### src/rtl/mips_pkg.sv
// Shared MIPS execute-stage definitions: divider FSM encodings and default datapath width.
package mips_pkg;

  localparam int DIV_WIDTH = 32;

  typedef logic [1:0] div_state_t;

  localparam div_state_t DIV_IDLE = 2'd0;
  localparam div_state_t DIV_PREP = 2'd1;
  localparam div_state_t DIV_RUN  = 2'd2;
  localparam div_state_t DIV_FIX  = 2'd3;

endpackage

### src/rtl/mips_div_iter.sv
// Combinational block of STAGE restoring-division steps on a {remainder, dividend} pair.
module mips_div_iter
  import mips_pkg::*;
#(
  parameter int WIDTH = DIV_WIDTH,
  parameter int STAGE = 4
) (
  input  logic [WIDTH-1:0] i_rem,
  input  logic [WIDTH-1:0] i_shift,
  input  logic [WIDTH-1:0] i_div,
  output logic [WIDTH-1:0] o_rem,
  output logic [WIDTH-1:0] o_shift
);

  logic [WIDTH-1:0] w_rem;
  logic [WIDTH-1:0] w_shift;
  logic [WIDTH:0]   w_sh;
  logic [WIDTH+1:0] w_diff;
  logic             w_ok;

  always_comb begin
    // NOTE: every variable is given a value before the loop, so no latch is inferred.
    w_rem   = i_rem;
    w_shift = i_shift;
    w_sh    = '0;
    w_diff  = '0;
    w_ok    = 1'b0;
    for (int i = 0; i < STAGE; i++) begin
      w_sh    = {w_rem, w_shift[WIDTH-1]};
      w_diff  = {1'b0, w_sh} - {2'b00, i_div};
      // The two top bits are both zero exactly when the trial subtraction did not borrow.
      w_ok    = (w_diff[WIDTH+1:WIDTH] == 2'b00);
      w_rem   = w_ok ? w_diff[WIDTH-1:0] : w_sh[WIDTH-1:0];
      w_shift = {w_shift[WIDTH-2:0], w_ok};
    end
  end

  assign o_rem   = w_rem;
  assign o_shift = w_shift;

endmodule

### src/rtl/mips_div_seq.sv
// Multicycle signed/unsigned iterative divider producing LO (quotient) and HI (remainder).
module mips_div_seq
  import mips_pkg::*;
#(
  parameter int WIDTH = DIV_WIDTH,
  parameter int STAGE = 4
) (
  input  logic             clk,
  input  logic             rst_n,
  input  logic             start,
  input  logic             signed_op,
  input  logic             abort,
  input  logic [WIDTH-1:0] a,
  input  logic [WIDTH-1:0] b,
  output logic             busy,
  output logic             done,
  output logic [WIDTH-1:0] quotient,
  output logic [WIDTH-1:0] remainder,
  output logic             div_zero
);

  localparam int N  = WIDTH / STAGE;
  localparam int CW = $clog2(N) + 1;
  localparam logic [CW-1:0] LAST = CW'(N - 1);

  div_state_t       r_state;
  logic [CW-1:0]    r_cnt;
  logic [WIDTH-1:0] r_a, r_b, r_rem, r_shift, r_div;
  logic             r_sgn, r_q_neg, r_r_neg, r_zero;

  logic             w_a_neg, w_b_neg;
  logic [WIDTH-1:0] w_a_mag, w_b_mag, w_rem_nx, w_shift_nx, w_q_fix, w_r_fix;

  assign w_a_neg = r_sgn & r_a[WIDTH-1];
  assign w_b_neg = r_sgn & r_b[WIDTH-1];
  assign w_a_mag = w_a_neg ? -r_a : r_a;
  assign w_b_mag = w_b_neg ? -r_b : r_b;

  // A zero divisor reports all-ones and hands back the original dividend untouched.
  assign w_q_fix = r_zero ? '1  : (r_q_neg ? -r_shift : r_shift);
  assign w_r_fix = r_zero ? r_a : (r_r_neg ? -r_rem   : r_rem);

  mips_div_iter #(
    .WIDTH (WIDTH),
    .STAGE (STAGE)
  ) u_iter (
    .i_rem   (r_rem),
    .i_shift (r_shift),
    .i_div   (r_div),
    .o_rem   (w_rem_nx),
    .o_shift (w_shift_nx)
  );

  // NOTE: sequential state uses non-blocking assignments so every register samples pre-edge values.
  always_ff @(posedge clk or negedge rst_n) begin
    if (!rst_n) begin
      r_state   <= DIV_IDLE;
      r_cnt     <= '0;
      r_a       <= '0;
      r_b       <= '0;
      r_rem     <= '0;
      r_shift   <= '0;
      r_div     <= '0;
      r_sgn     <= 1'b0;
      r_q_neg   <= 1'b0;
      r_r_neg   <= 1'b0;
      r_zero    <= 1'b0;
      busy      <= 1'b0;
      done      <= 1'b0;
      quotient  <= '0;
      remainder <= '0;
      div_zero  <= 1'b0;
    end else begin
      done <= 1'b0;
      if (abort) begin
        r_state <= DIV_IDLE;
        r_cnt   <= '0;
        busy    <= 1'b0;
      end else begin
        case (r_state)
          DIV_IDLE: begin
            if (start) begin
              r_a     <= a;
              r_b     <= b;
              r_sgn   <= signed_op;
              busy    <= 1'b1;
              r_state <= DIV_PREP;
            end
          end
          DIV_PREP: begin
            r_rem   <= '0;
            r_shift <= w_a_mag;
            r_div   <= w_b_mag;
            r_q_neg <= w_a_neg ^ w_b_neg;
            r_r_neg <= w_a_neg;
            r_zero  <= (r_b == '0);
            r_cnt   <= '0;
            r_state <= DIV_RUN;
          end
          DIV_RUN: begin
            r_rem   <= w_rem_nx;
            r_shift <= w_shift_nx;
            if (r_cnt == LAST) begin
              r_cnt   <= '0;
              r_state <= DIV_FIX;
            end else begin
              r_cnt <= r_cnt + 1'b1;
            end
          end
          DIV_FIX: begin
            quotient  <= w_q_fix;
            remainder <= w_r_fix;
            div_zero  <= r_zero;
            done      <= 1'b1;
            busy      <= 1'b0;
            r_state   <= DIV_IDLE;
          end
          default: r_state <= DIV_IDLE;
        endcase
      end
    end
  end

endmodule

### config.mk
export PLATFORM = sky130hd
export DESIGN_NAME = mips_div_seq
export DESIGN_NICKNAME = d
export VERILOG_FILES = /design/src/rtl/mips_pkg.sv /design/src/rtl/mips_div_iter.sv /design/src/rtl/mips_div_seq.sv
export SDC_FILE = /design/constraint.sdc
export NUM_CORES = 1
export LEC_CHECK = 0
export ABC_AREA = 0
export CORE_MARGIN = 4
export CORE_UTILIZATION = 61
export DETAILED_ROUTE_END_ITERATION = 10
export PLACE_DENSITY_LB_ADDON = 0.08
export RECOVER_POWER = 25
export SLEW_MARGIN = 20
export SYNTH_ARGS = -nofsm -noshare
export SYNTH_HDL_FRONTEND = slang
export SYNTH_HIERARCHICAL = 1
export SYNTH_SLANG_ARGS = --single-unit
export TNS_END_PERCENT = 10
### constraint.sdc
create_clock -name clk -period 15.55 [get_ports clk]
set_input_delay 3.11 -clock clk [delete_from_list [all_inputs] [get_ports clk]]
set_output_delay 3.11 -clock clk [all_outputs]
set_load 0.05 [all_outputs]
== After elaboration in Yosys (flattened, before gate mapping) ==
Cells that the tools add are included.

* Bitwise logic cells: 4
* Reduce and logical (&&, ||, !) cells: 15
* Mux-type cells: 24
* Equality and inequality tests: 6
* Add/sub/neg operators: 9

{| class="wikitable"
|+ Operators by type and width
! kind !! number
|-
| 32-bit 2-to-1 mux || 10
|-
| 33-bit by 32-bit subtractor with 34-bit output || 4
|-
| 32-bit negation || 4
|-
| 32-bit case mux with 2 select lines || 2
|-
| 32-bit zero test || 1
|-
| 2-bit zero test || 5
|-
| 2-bit AND reduction || 5
|-
| 4-bit 2-to-1 mux || 2
|-
| 2-bit case mux with 4 select lines || 1
|-
| 4-bit case mux with 2 select lines || 1
|-
| 2-bit 2-to-1 mux || 3
|-
| 3-bit != test (second input constant) || 2
|-
| 3-bit nonzero test || 2
|-
| 4-bit by 1-bit adder with 4-bit output (second input constant) || 1
|-
| 2-bit == test (second input constant) || 2
|-
| 4-bit by 3-bit == test with 1-bit output (second input constant) || 1
|-
| 1-bit 2-to-1 mux || 4
|-
| 3-bit AND reduction || 1
|-
| 1-bit bitwise AND || 2
|-
| 2-bit by 1-bit == test with 1-bit output (second input constant) || 1
|-
| 1-bit case mux with 2 select lines || 1
|-
| 2-bit nonzero test || 1
|-
| 1-bit NOT || 1
|-
| 1-bit XOR || 1
|}

* Bits in registers: 237
* Input bits: 69

== Depth between registers and ports, before layout ==
* Depth after elaboration: 13
* Depth in mapped cells: 66

== Cells and area by module ==
Netlist, hierarchy kept.

{| class="wikitable"
|+ By module, submodules not included
! module !! cells each !! sequential area each (um^2) !! area an instance (um^2) !! instances
|-
| mips_div_seq || 1,263 || 5,930.7 || 12,254.3 || 1
|-
| mips_div_iter || 1,161 || 0.0 || 8,057.7 || 1
|}

== Worst setup path before layout ==
No wires, ideal clock.

* Path type: register -> register
* From: register r_shift[31]
* To: register r_rem[24]
* Library setup time: 0.117 ns
* Clock period less this slack: 12.087 ns
* Setup slack: 3.463 ns
* Stages on the path, launching flop included: 63
* Buffers on the path: 7
* Arrival time: 11.969 ns
* Data required time: 15.433 ns
* Path through: dfrtp_1 > inv_1 > ha_1 > inv_1 > fa_1 > a211oi_2 > o21ai_0 > o2111a_1 > o211ai_1 > o221a_1 > xnor2_1 > o41ai_2 > clkbuf_1 > buf_1 > nor2_1 > a21oi_1 > inv_1 > ha_1 > [... 27 more ...] > ha_1 > nor2b_1 > o21ai_0 > a21oi_1 > o21a_1 > o31ai_1 > a21oi_1 > o21ai_0 > nor2_1 > nor4_1 > nor2_1 > nor4_1 > nor2_1 > mux2i_4 > buf_6 > mux2_1 > nand3_1 > nand2_1

* Word-level cells in the longest chain between the ends: 13

{| class="wikitable"
|+ RTL lines
! element !! RTL line !! text
|-
| start, declared || mips_div_seq.sv:28 || <nowiki>logic [WIDTH-1:0] r_a, r_b, r_rem, r_shift, r_div;</nowiki>
|-
| start signal, assigned || mips_div_seq.sv:92 || <nowiki>r_shift <= w_a_mag;</nowiki>
|-
| start signal, assigned || mips_div_seq.sv:102 || <nowiki>r_shift <= w_shift_nx;</nowiki>
|-
| 33-bit by 32-bit subtractor with 34-bit output || mips_div_iter.sv:30 || <nowiki>w_diff = {1'b0, w_sh} - {2'b00, i_div};</nowiki>
|-
| 2-bit zero test || mips_div_iter.sv:32 || <nowiki>w_ok = (w_diff[WIDTH+1:WIDTH] == 2'b00);</nowiki>
|-
| 32-bit 2-to-1 mux (*) || mips_div_iter.sv:33 || <nowiki>w_rem = w_ok ? w_diff[WIDTH-1:0] : w_sh[WIDTH-1:0];</nowiki>
|-
| 33-bit by 32-bit subtractor with 34-bit output || mips_div_iter.sv:30 ||
|-
| 2-bit zero test || mips_div_iter.sv:32 ||
|-
| 32-bit 2-to-1 mux (*) || mips_div_iter.sv:33 ||
|-
| 33-bit by 32-bit subtractor with 34-bit output || mips_div_iter.sv:30 ||
|-
| 2-bit zero test || mips_div_iter.sv:32 ||
|-
| 32-bit 2-to-1 mux (*) || mips_div_iter.sv:33 ||
|-
| 33-bit by 32-bit subtractor with 34-bit output || mips_div_iter.sv:30 ||
|-
| 2-bit zero test || mips_div_iter.sv:32 ||
|-
| 32-bit 2-to-1 mux (*) || mips_div_iter.sv:33 ||
|-
| named net w_rem_nx[24] || mips_div_seq.sv:32 || <nowiki>logic [WIDTH-1:0] w_a_mag, w_b_mag, w_rem_nx, w_shift_nx, w_q_fix, w_r_fix;</nowiki>
|-
| 32-bit case mux with 2 select lines (*) || mips_div_seq.sv:80 || <nowiki>case (r_state)</nowiki>
|-
| end signal, assigned || mips_div_seq.sv:101 || <nowiki>r_rem <= w_rem_nx;</nowiki>
|-
| end, declared || mips_div_seq.sv:28 ||
|}

The timed path passes the listed nets; every way through them passes the cells marked *.
A chain may end at the register's enable or synchronous reset.

== Worst setup path in the final report ==
* From: register r_div[1]
* To: register r_rem[1]

* Word-level cells in the longest chain between the ends: 13

{| class="wikitable"
|+ RTL lines
! element !! RTL line !! text
|-
| start, declared || mips_div_seq.sv:28 ||
|-
| start signal, assigned || mips_div_seq.sv:93 || <nowiki>r_div <= w_b_mag;</nowiki>
|-
| 33-bit by 32-bit subtractor with 34-bit output || mips_div_iter.sv:30 ||
|-
| 2-bit zero test || mips_div_iter.sv:32 ||
|-
| 32-bit 2-to-1 mux || mips_div_iter.sv:33 ||
|-
| 33-bit by 32-bit subtractor with 34-bit output (*) || mips_div_iter.sv:30 ||
|-
| 2-bit zero test (*) || mips_div_iter.sv:32 ||
|-
| named net w_shift_nx[2] || mips_div_seq.sv:32 ||
|-
| 32-bit 2-to-1 mux (*) || mips_div_iter.sv:33 ||
|-
| 33-bit by 32-bit subtractor with 34-bit output (*) || mips_div_iter.sv:30 ||
|-
| 2-bit zero test (*) || mips_div_iter.sv:32 ||
|-
| named net w_shift_nx[1] || mips_div_seq.sv:32 ||
|-
| 32-bit 2-to-1 mux (*) || mips_div_iter.sv:33 ||
|-
| 33-bit by 32-bit subtractor with 34-bit output || mips_div_iter.sv:30 ||
|-
| 2-bit zero test || mips_div_iter.sv:32 ||
|-
| 32-bit 2-to-1 mux (*) || mips_div_iter.sv:33 ||
|-
| named net w_rem_nx[1] || mips_div_seq.sv:32 ||
|-
| 32-bit case mux with 2 select lines (*) || mips_div_seq.sv:80 ||
|}

Marks and branches as above.

==> results.toml <==
[clock_tree]
cts_made_buffers = 27
ctsRootBufferMaster = "clkbuf_16"
htreeDepth = 1
cts_tree = "yes"
ctsResizeCount = 0
holdBufCountCts = 0
clockBufferDepth = 3
clk_latency_ns = 0.56
clkTransAtPathRegs_ns = 0.06
clock-sinks = 237

[placement]
gp_congestion = 1.011
dpl-instance-area_sq_um = 21730
dpl.hpwl_um = 46600
port_buffers = 135

[yosys]
syn_nets = 2634
synth-main-ff-cell = "dfrtp_1"
yosysTopAreaCellShare_pct = 29.20
synth_top_area_cell = "dfrtp_1"
synth_edf_count = 0
synth_most_common_cell = "nand2_1"
synth-async-reset-ratio_pct = 100.0
synth_common_cells = "nand2_1 (251), dfrtp_1 (237), a21oi_1 (220)"
ys_ff_latch = 237
yosys.cell_types.count = 79
syn_area_sq_um = 20310
netlist_top_cells_area = "dfrtp_1 (29%), ha_1 (8.4%), mux2_2 (5.6%)"
ys.warnings.count = 6
ys_seq_area_share_pct = 29.20
synth_cells = 2424
avgSynthCellArea_sq_um = 8.380

[worst_setup_path]
crit_slowest_cell = "fa_1"
crit_arrival_ns = 14.88
slowest_delay_ns = 0.50
crit_required_ns = 15.96
end_kind = "flop"
crit_fanout = 48
path_class = "flop to flop"
cp-start-kind = "flop"
crit_family = "compound AO/OA/AOI/OAI gates"
critPathBufInv = 7
cpMostUsedCell = "o21ai_0"

[finish]
final_util_pct = 69.25
syn_to_final_growth_pct = 11.49
regArea_sq_um = 5933
fin_area_sq_um = 22650
fillers = 2728
layout.nets = 2685
insertedDiodeCount = 0
multi_input_area_sq_um = 13430
layout-drive-gt1-share_pct = 8.424

[flow_run]
drv_cap = 2

[global_route]
overflow = 0
track_usage_pct = 32.67
grt_pass1_vias = 17940
grt_pass1_wl_um = 96590
grt_max_degree = 112
antenna_found_initial = 1

[die]
initial_core_util_pct = 62.11
die-area_sq_um = 36280
row_count = 66
die_x_um = 190.5
io_pins = 136
core_sq_um = 32700
die_y_um = 190.5

[timing]
setup-tns-final_ns = 0
rsz0062_at_grt = "false"
clock.fmax_mhz = 69.11
skew_ns = 0.02259
fin_crit_ns = 14.47
min_period_over_period_pct = 93.06
maxSlewHeadroom_pct = -304.8
setup_viol = 0
finalMaxSlewViolations = 157
hold_viol = 0
tightest_slew_ns = 6.073

[drt]
wl_per_cell_um = 20.65
num_vias = 18622
wirelength_um = 60620
drt_first_pass_iters = 6
vias_per_cell = 6.345
ant_nets = 0
route.detailed.drc = 0
drt_iter0_markers = 1378

[worst_hold_path]
min_path_type = "flop to flop"

[status]
run_status = "finished, violations left"
violations = "capacitance limit, slew limit"
==> state kept, by name (all words and copies together) (netlist names) <==
signal     flops
r_a           32
r_state        2
quotient      32
done           1
r_r_neg        1
div_zero       1
r_div         32
r_sgn          1
r_cnt          4
r_b           32
r_q_neg        1
busy           1
remainder     32
r_shift       32
r_zero         1
r_rem         32
==> cells by family after synthesis <==
logic type | Yosys count | share of synthesized area, %
xor+xnor | 215 | 9.271
fa+ha+maj | 141 | 8.833
simple gates | 747 | 17.29
flops | 237 | 29.20
mux | 163 | 8.907
compound gates | 692 | 21.51
buf+inv | 229 | 4.990
==> final timing paths <==
| kind | cells after the start | start | end | slack [ns] |
|---|---|---|---|---|
| min reg2reg | 2 | remainder[19] | remainder[19] | 0.48 |
| max in group asynchronous | 3 | rst_n | r_q_neg | 6.05 |
| min in group asynchronous | 1 | rst_n | r_a[1] | 4.81 |
| max reg2reg | 57 | r_div[1] | r_rem[1] | 1.08 |
| max | 57 | r_div[1] | r_rem[1] | 1.08 |
| min | 2 | remainder[19] | remainder[19] | 0.48 |
==> area by class of cell <==
| type | count | share of cell area [%] |
|---|---|---|
| Sequential cell | 237 | 26.20 |
| Timing Repair Buffer | 156 | 6.691 |
| Clock buffer | 36 | 3.265 |
| Tap cell | 442 | 2.442 |
| Multi-Input combinational cell | 1959 | 59.32 |
| Inverter | 94 | 1.564 |
| Clock inverter | 11 | 0.5194 |
==> what timing repair did <==
action | in CTS | in global routing
endpoints found under the hold margin | 0 | 0
endpoints found under the setup margin | 0 | 33
setup buffers | 0 | 5
==> worst min-delay path: cells and delay by family, from the launching register on <==
kind             cells  cell delay (ns)
DFF                  1             0.35
and+or+nand+nor      2             0.10
==> per-layer routing <==
metal	global-route usage [%]	part of all wire, %	up-vias
met4	14.78	5.3	2
met3	3.845	6.2	165
met5	0	0.021	-
met1	42.91	41	8987
met2	54.41	47	684
li1	-	-	8784
==> placed cells by master, fill, tap and decap left out, types with 41 or more instances in the layout <==
master and count:
o31ai_1 41, clkdlybuf4s50_1 132, xor2_1 111, a21o_1 48, nand2_1 251, inv_1 93
dfrtp_1 235, nand3_1 78, o21ai_0 150, nor2_1 185, nor3_1 41, xnor2_1 104
a21oi_1 220, ha_1 136, mux2_2 101
==> through the flow <==
stage                     std cells  setup slack, ns  hold WS [ns]
after floorplan                2424            3.463        0.4498
after global placement         2882            1.541        0.4630
after detailed placement       2882            1.241        0.4702
after CTS                      2929            1.158        0.4833
after global routing           2935          0.07891        0.5108
final                          2935            1.080        0.4812
Power is not shown: default switching activity piles up to over one toggle a cycle in this logic, so the estimate is an artifact.
